### src/rtl/bg_collision_detect_if.sv
// Bus between the main FSM / level memory and the background collision detector.
// The master side drives enable, position and the RAM q; the detector drives the rest.
interface bg_collision_detect_if;
  logic        enable;
  logic [31:0] x_position;
  logic [6:0]  y_position;
  logic [2:0]  tile_code;
  logic [14:0] level_address;
  logic        done;
  logic        hit_left;
  logic        hit_right;
  logic        hit_floor;
  logic        hit_ceiling;

  modport master (
    output enable, x_position, y_position, tile_code,
    input  level_address, done, hit_left, hit_right, hit_floor, hit_ceiling
  );

  modport slave (
    input  enable, x_position, y_position, tile_code,
    output level_address, done, hit_left, hit_right, hit_floor, hit_ceiling
  );
endinterface

### src/rtl/bg_collision_detect.sv
// Background collision detector: reads eight probe tiles around the 8x8 character
// from synchronous level RAM and publishes left/right/floor/ceiling contact flags.
module bg_collision_detect #(
  parameter logic [2:0] SOLID_MIN = 3'd1
) (
  input  logic                 CLOCK_50,
  input  logic                 resetn,
  bg_collision_detect_if.slave bus
);

  localparam logic [1:0] S_IDLE  = 2'd0;
  localparam logic [1:0] S_PROBE = 2'd1;
  localparam logic [1:0] S_DONE  = 2'd2;

  localparam logic [3:0]        LAST_IDX    = 4'd8;
  localparam logic signed [7:0] SCREEN_ROWS = 8'sd120;

  // Shadow/hit bit slots; a probe pair (idx>>1) lands directly in its slot.
  localparam int F_FLOOR = 0;
  localparam int F_CEIL  = 1;
  localparam int F_LEFT  = 2;
  localparam int F_RIGHT = 3;

  logic [1:0]  state_q, state_d;
  logic [3:0]  idx_q, idx_d;
  logic [13:0] x_q, x_d;
  logic [6:0]  y_q, y_d;
  logic        forced_q, forced_d;
  logic        forced_val_q, forced_val_d;
  logic [3:0]  shadow_q, shadow_d;
  logic [3:0]  hit_q, hit_d;

  logic [14:0]       x_ext, px;
  logic signed [7:0] y_ext, py;
  logic              probe_forced, probe_forced_val;
  logic [14:0]       probe_addr;

  // Probe pixel for the current idx; px is 15-bit and py 8-bit signed so that
  // stepping off any edge of the world shows up in the sign/overflow bit.
  always_comb begin
    x_ext = {1'b0, x_q};
    y_ext = signed'({1'b0, y_q});
    px    = x_ext;
    py    = y_ext;
    case (idx_q[2:0])
      3'd0:    py = y_ext + 8'sd8;
      3'd1:    begin px = x_ext + 15'd7; py = y_ext + 8'sd8; end
      3'd2:    py = y_ext - 8'sd1;
      3'd3:    begin px = x_ext + 15'd7; py = y_ext - 8'sd1; end
      3'd4:    px = x_ext - 15'd1;
      3'd5:    begin px = x_ext - 15'd1; py = y_ext + 8'sd7; end
      3'd6:    px = x_ext + 15'd8;
      default: begin px = x_ext + 15'd8; py = y_ext + 8'sd7; end
    endcase

    // Above the screen reads as air; below the screen or off either world edge is solid.
    probe_forced     = py[7] | (py >= SCREEN_ROWS) | px[14];
    probe_forced_val = ~py[7];
    probe_addr       = {py[6:3], px[13:3]};
  end

  logic [3:0] prev_idx;
  logic [1:0] prev_slot;
  logic       probe_solid;
  logic [3:0] shadow_upd;

  // RAM q belongs to the probe issued one cycle earlier; its forced bit travelled with it.
  always_comb begin
    prev_idx    = idx_q - 4'd1;
    prev_slot   = prev_idx[2:1];
    probe_solid = forced_q ? forced_val_q : (bus.tile_code >= SOLID_MIN);
    shadow_upd  = shadow_q;
    if (idx_q != 4'd0) begin
      shadow_upd[prev_slot] = shadow_q[prev_slot] | probe_solid;
    end
  end

  // NOTE: every always_comb output gets a default first so no path leaves it unassigned (no latch).
  always_comb begin
    state_d      = state_q;
    idx_d        = idx_q;
    x_d          = x_q;
    y_d          = y_q;
    forced_d     = forced_q;
    forced_val_d = forced_val_q;
    shadow_d     = shadow_q;
    hit_d        = hit_q;

    case (state_q)
      S_IDLE: begin
        if (bus.enable) begin
          state_d  = S_PROBE;
          idx_d    = 4'd0;
          x_d      = bus.x_position[13:0];
          y_d      = bus.y_position;
          forced_d = 1'b0;
          shadow_d = 4'd0;
        end
      end

      S_PROBE: begin
        if (idx_q == LAST_IDX) begin
          // Completion wins over a simultaneous enable drop.
          hit_d    = shadow_upd;
          shadow_d = shadow_upd;
          state_d  = S_DONE;
        end else if (!bus.enable) begin
          state_d  = S_IDLE;
          idx_d    = 4'd0;
          shadow_d = 4'd0;
        end else begin
          idx_d        = idx_q + 4'd1;
          forced_d     = probe_forced;
          forced_val_d = probe_forced_val;
          shadow_d     = shadow_upd;
        end
      end

      S_DONE: begin
        if (!bus.enable) begin
          state_d = S_IDLE;
          idx_d   = 4'd0;
        end
      end

      default: begin
        state_d = S_IDLE;
        idx_d   = 4'd0;
      end
    endcase
  end

  // NOTE: state registers use non-blocking assignments so every flop samples pre-edge values.
  always_ff @(posedge CLOCK_50 or negedge resetn) begin
    if (!resetn) begin
      state_q      <= S_IDLE;
      idx_q        <= 4'd0;
      x_q          <= 14'd0;
      y_q          <= 7'd0;
      forced_q     <= 1'b0;
      forced_val_q <= 1'b0;
      shadow_q     <= 4'd0;
      hit_q        <= 4'd0;
    end else begin
      state_q      <= state_d;
      idx_q        <= idx_d;
      x_q          <= x_d;
      y_q          <= y_d;
      forced_q     <= forced_d;
      forced_val_q <= forced_val_d;
      shadow_q     <= shadow_d;
      hit_q        <= hit_d;
    end
  end

  // Address is zero outside a run so the main FSM's mux sees a quiet bus.
  assign bus.level_address = (state_q == S_PROBE && !idx_q[3]) ? probe_addr : 15'd0;
  assign bus.done          = (state_q == S_DONE);
  assign bus.hit_floor     = hit_q[F_FLOOR];
  assign bus.hit_ceiling   = hit_q[F_CEIL];
  assign bus.hit_left      = hit_q[F_LEFT];
  assign bus.hit_right     = hit_q[F_RIGHT];

  logic unused_bits;
  assign unused_bits = ^{bus.x_position[31:14], px[2:0], prev_idx[3], prev_idx[0]};

endmodule

### src/flat_wrapper.sv
// flat-port wrapper written by rule: the top's interface ports become plain ports
module bg_collision_detect_flat 
#(
  parameter logic [2:0] SOLID_MIN = 3'd1
)
  (CLOCK_50, resetn, bus_enable, bus_x_position, bus_y_position, bus_tile_code, bus_level_address, bus_done, bus_hit_left, bus_hit_right, bus_hit_floor, bus_hit_ceiling);
  bg_collision_detect_if bus_i ();
  input  logic CLOCK_50;
  input  logic resetn;
  input wire logic [$bits(bus_i.enable)-1:0] bus_enable;
  input wire logic [$bits(bus_i.x_position)-1:0] bus_x_position;
  input wire logic [$bits(bus_i.y_position)-1:0] bus_y_position;
  input wire logic [$bits(bus_i.tile_code)-1:0] bus_tile_code;
  output wire logic [$bits(bus_i.level_address)-1:0] bus_level_address;
  output wire logic [$bits(bus_i.done)-1:0] bus_done;
  output wire logic [$bits(bus_i.hit_left)-1:0] bus_hit_left;
  output wire logic [$bits(bus_i.hit_right)-1:0] bus_hit_right;
  output wire logic [$bits(bus_i.hit_floor)-1:0] bus_hit_floor;
  output wire logic [$bits(bus_i.hit_ceiling)-1:0] bus_hit_ceiling;
  assign bus_i.enable = bus_enable;
  assign bus_i.x_position = bus_x_position;
  assign bus_i.y_position = bus_y_position;
  assign bus_i.tile_code = bus_tile_code;
  assign bus_level_address = bus_i.level_address;
  assign bus_done = bus_i.done;
  assign bus_hit_left = bus_i.hit_left;
  assign bus_hit_right = bus_i.hit_right;
  assign bus_hit_floor = bus_i.hit_floor;
  assign bus_hit_ceiling = bus_i.hit_ceiling;
  bg_collision_detect #(.SOLID_MIN(SOLID_MIN)) u_core (.CLOCK_50(CLOCK_50), .resetn(resetn), .bus(bus_i));
endmodule
### config.mk
export PLATFORM = sky130hd
export DESIGN_NAME = bg_collision_detect_flat
export DESIGN_NICKNAME = d
export VERILOG_FILES = /design/src/rtl/bg_collision_detect_if.sv /design/src/rtl/bg_collision_detect.sv /design/src/flat_wrapper.sv
export SDC_FILE = /design/constraint.sdc
export NUM_CORES = 1
export LEC_CHECK = 0
export ABC_AREA = 0
export CAP_MARGIN = 10
export CORE_UTILIZATION = 35
export CTS_BUF_LIST = sky130_fd_sc_hd__clkbuf_16
export CTS_CLUSTER_DIAMETER = 200
export DETAILED_ROUTE_END_ITERATION = 16
export MAX_ROUTING_LAYER = met4
export PLACE_DENSITY_LB_ADDON = 0.25
export SETUP_SLACK_MARGIN = 0.05
export SYNTH_ARGS = -nofsm -noshare
export SYNTH_HDL_FRONTEND = slang
export SYNTH_SLANG_ARGS = --single-unit
export TNS_END_PERCENT = 1
### constraint.sdc
create_clock -name CLOCK_50 -period 4.55 [get_ports CLOCK_50]
set_input_delay 1.1375 -clock CLOCK_50 [delete_from_list [all_inputs] [get_ports CLOCK_50]]
set_output_delay 1.1375 -clock CLOCK_50 [all_outputs]
set_load 0.01 [all_outputs]
==> run summary <==
Final Net Count = 478
Final setup fails = 0
Hold Crit Start = u_core.hit_q[3]
Max clock buf depth = 2
Worst Tran Pin Value = 867 ps
Number of global-route vias before repair = 2805
Share of the synthesized area in the top cell type = 0.301
Final setup margin = 246 ps
CP Data Arrival Time = 3170 ps
Min cycle time layout = 4300 ps
Fin. Hold Viols = 0
Die height = 95.8 µm
Rel. slew slack = 0.422
Status = finished, final reports clean
DRT iter0 DRCs = 174
Post-synth top area cell = dfrtp_1
Total track usage = 0.198
Clock power share = 0.265
Mapped cell area = 3080 µm²
Unrepaired setup endpoints after global routing = yes
# Post-CTS Setup Buffers = 0
Total grt overflow = 0
Core Region = 8380 µm²
Starting Density = 0.367
Worst Hold Class = reg2reg
Top cells by count, synth = 37 x dfrtp_1, 35 x nand2_1, 33 x o21ai_0
Worst-path fanout max = 9
GP Congestion = 0.878
Worst r2r dst = u_core.forced_q
Crit path from = u_core.idx_q[1]
Die span in x = 95.8 µm
Cell Chain, Critical Path = inv_1, nand2_1, inv_2, buf_4, ha_1, a21oi_1, o21a_1, o21ai_0, xnor2_1, a221oi_1, clkdlybuf4s50_1
R2r startpoint = u_core.idx_q[2]
Tcrit/Tclk final = 0.946
Syn. warnings = 0
Sequential-to-total area share from yosys stat = 0.301
TritonRoute pass-1 iters = 4
Syn Nets = 431
Post-synth EDFFs = 0
Post-Route Setup TNS = 0 ps
CP bufs+invs = 4
Initial antenna violation count = 0
Synth unique cells = 57
Clock slew at reported path FFs = 60 ps
Startpoint types = register
N_diodes = 0
R2r worst-path depth = 8
TritonCTS Buffers = 5
CTS sink count = 37
Mapped Cells = 363
Combinational cell fraction of total power = 0.428
Int Pwr = 0.000948 W
Hold slack = 481 ps
Pin count of the biggest net entering global routing = 38
DRT antenna net count = 0
Drc violations = 0
Final Slew Violations = 0
Top-count cell post-synth = dfrtp_1
Critical Path RT = 3410 ps
Routed length per instance = 16.1 µm
Die ar. = 9180 µm²
Synth area leaders = dfrtp_1 30%, ha_1 9.3%, mux2_2 6.6%
Critical Path Slowest Stage Cell = clkdlybuf4s50_1
Site Rows = 33
Synth Area per Inst = 8.48 µm²
PwrDens = 387 nW/µm²
Final instance area = 3850 µm²
HPWL Detailed = 6110 µm
Peak supply drop = 0.203 mV
Lkg Pwr = 1.69 nW
Via/cell ratio = 5.78
Clk_lat worst skew = 280 ps
Global-route wire length before repair = 13700 µm
Hold EP = u_core.hit_q[3]
Area Growth Syn to Fin = 25.2%
Flop-to-flop setup slack = 1830 ps
CTS HTree Levels = 2
DRT Wirelength = 8300 µm
Post-Place Cell Area = 3680 µm²
Net Sw Power = 0.000543 W
Layout cell share with drive strength beyond 1 = 0.105
Register share of total power = 0.307
CTS tree = built
Max Cap Viol = 0
CP delay by family, top = buffers and inverters
FMAX = 232 MHz
Synth async-reset ratio = 1.00
Port buffer count = 46
Clock skew = 5.01 ps
Post-route total power = 0.00149 W
FF+latch count, synth = 37
Setup Crit Path Kind = reg2out
Hold path depth = 2
# IOs = 65
Synth Flop Type = dfrtp_1
Fill count = 830
Pre-CTS WS = 406 ps
Vias = 2980
Crit path capture type = output pin
Switching Share = 0.364
CP peak stage delay = 610 ps
Root Driver = clkbuf_16
==> power groups by stage <==
stage               Clock, W  Sequential, W  Combinational [W]
detailed placement         0       0.000461           0.000632
CTS                 0.000406       0.000456           0.000637
global placement           0       0.000458           0.000621
floorplan                  0       0.000435           0.000433
finish              0.000396       0.000457           0.000638
global route        0.000420       0.000467           0.000707
==> what timing repair did <==
item | in CTS | in global routing
hold buffers | 0 | 0
setup endpoints to repair | 0 | 2
resized for setup | 0 | 4
==> cells by family (layout without fill, tap and decap cells) <==
family / Yosys count / after routing / share of synthesized area
xor gates and xnor gates: 11 / 11 / 0.0313
buffers and inverters: 22 / 70 / 0.0276
muxes: 26 / 26 / 0.0959
DFF: 37 / 37 / 0.301
AOI/OAI and AO/OA: 116 / 116 / 0.245
adders and majority gates: 23 / 23 / 0.0935
and+or+nand+nor: 128 / 128 / 0.206
==> per-stage QoR <==
stage / instances / utilization
floorplan: 363 / -
global placement: 508 / 0.439
detailed placement: 508 / 0.439
CTS: 516 / 0.458
global route: 516 / 0.460
finish: 516 / 0.460
==> per-layer routing <==
metal  vias to the layer above  global-route usage  wire (µm)
met5                         -                   -          0
met4                         0              0.0323         38
met3                         4              0.0261        386
met2                        90               0.335       3940
met1                      1431               0.255       3930
li1                       1455                   -          -
==> worst min-delay path, cell delays in order, from the launching register on <==
cell and delay (ps):
dfrtp_1 340, nand2_1 50, o21ai_0 60
==> state kept, by name, summed over array words and instances, names as in the netlist <==
| register | count |
|---|---|
| u_core.state_q | 2 |
| u_core.shadow_q | 4 |
| u_core.x_q | 14 |
| u_core.y_q | 7 |
| u_core.hit_q | 4 |
| u_core.idx_q | 4 |
| u_core.forced_val_q | 1 |
| u_core.forced_q | 1 |
==> worst max path at each step <==
stage / slack [ps] / end / depth (start not counted)
final: 250 / bus_level_address[9] / 11
after floorplan: 680 / bus_level_address[6] / 10
after CTS: 70 / bus_level_address[6] / 11
after detailed placement: 410 / bus_level_address[6] / 11
after global placement: 440 / bus_level_address[6] / 11
after global routing: 40 / bus_level_address[9] / 11
==> cell type report <==
class                           count  area, µm²  area share
Multi-Input combinational cell    304       2080       0.540
Clock inverter                      3       41.3      0.0107
Clock buffer                        5        125      0.0325
Inverter                            8       30.0     0.00779
Timing Repair Buffer               54        518       0.134
Tap cell                          105        131      0.0341
Sequential cell                    37        926       0.240
==> layout by cell type, fill, tap and decap left out, types with 6 or more instances in the layout <==
cell type / Yosys / layout
a21oi_1: 23 / 23
a31oi_1: 7 / 7
and2_1: 9 / 9
buf_4: 0 / 8
clkdlybuf4s50_1: 0 / 44
dfrtp_1: 37 / 37
ha_1: 23 / 23
inv_1: 8 / 7
mux2_2: 18 / 18
mux2i_1: 7 / 7
nand2_1: 35 / 35
nand2b_1: 7 / 7
nand3_1: 8 / 8
nor2_1: 32 / 32
nor2b_1: 7 / 7
nor3_1: 6 / 6
o21ai_0: 33 / 33
xor2_1: 6 / 6
No activity file was read; power rests on OpenSTA's default activity.
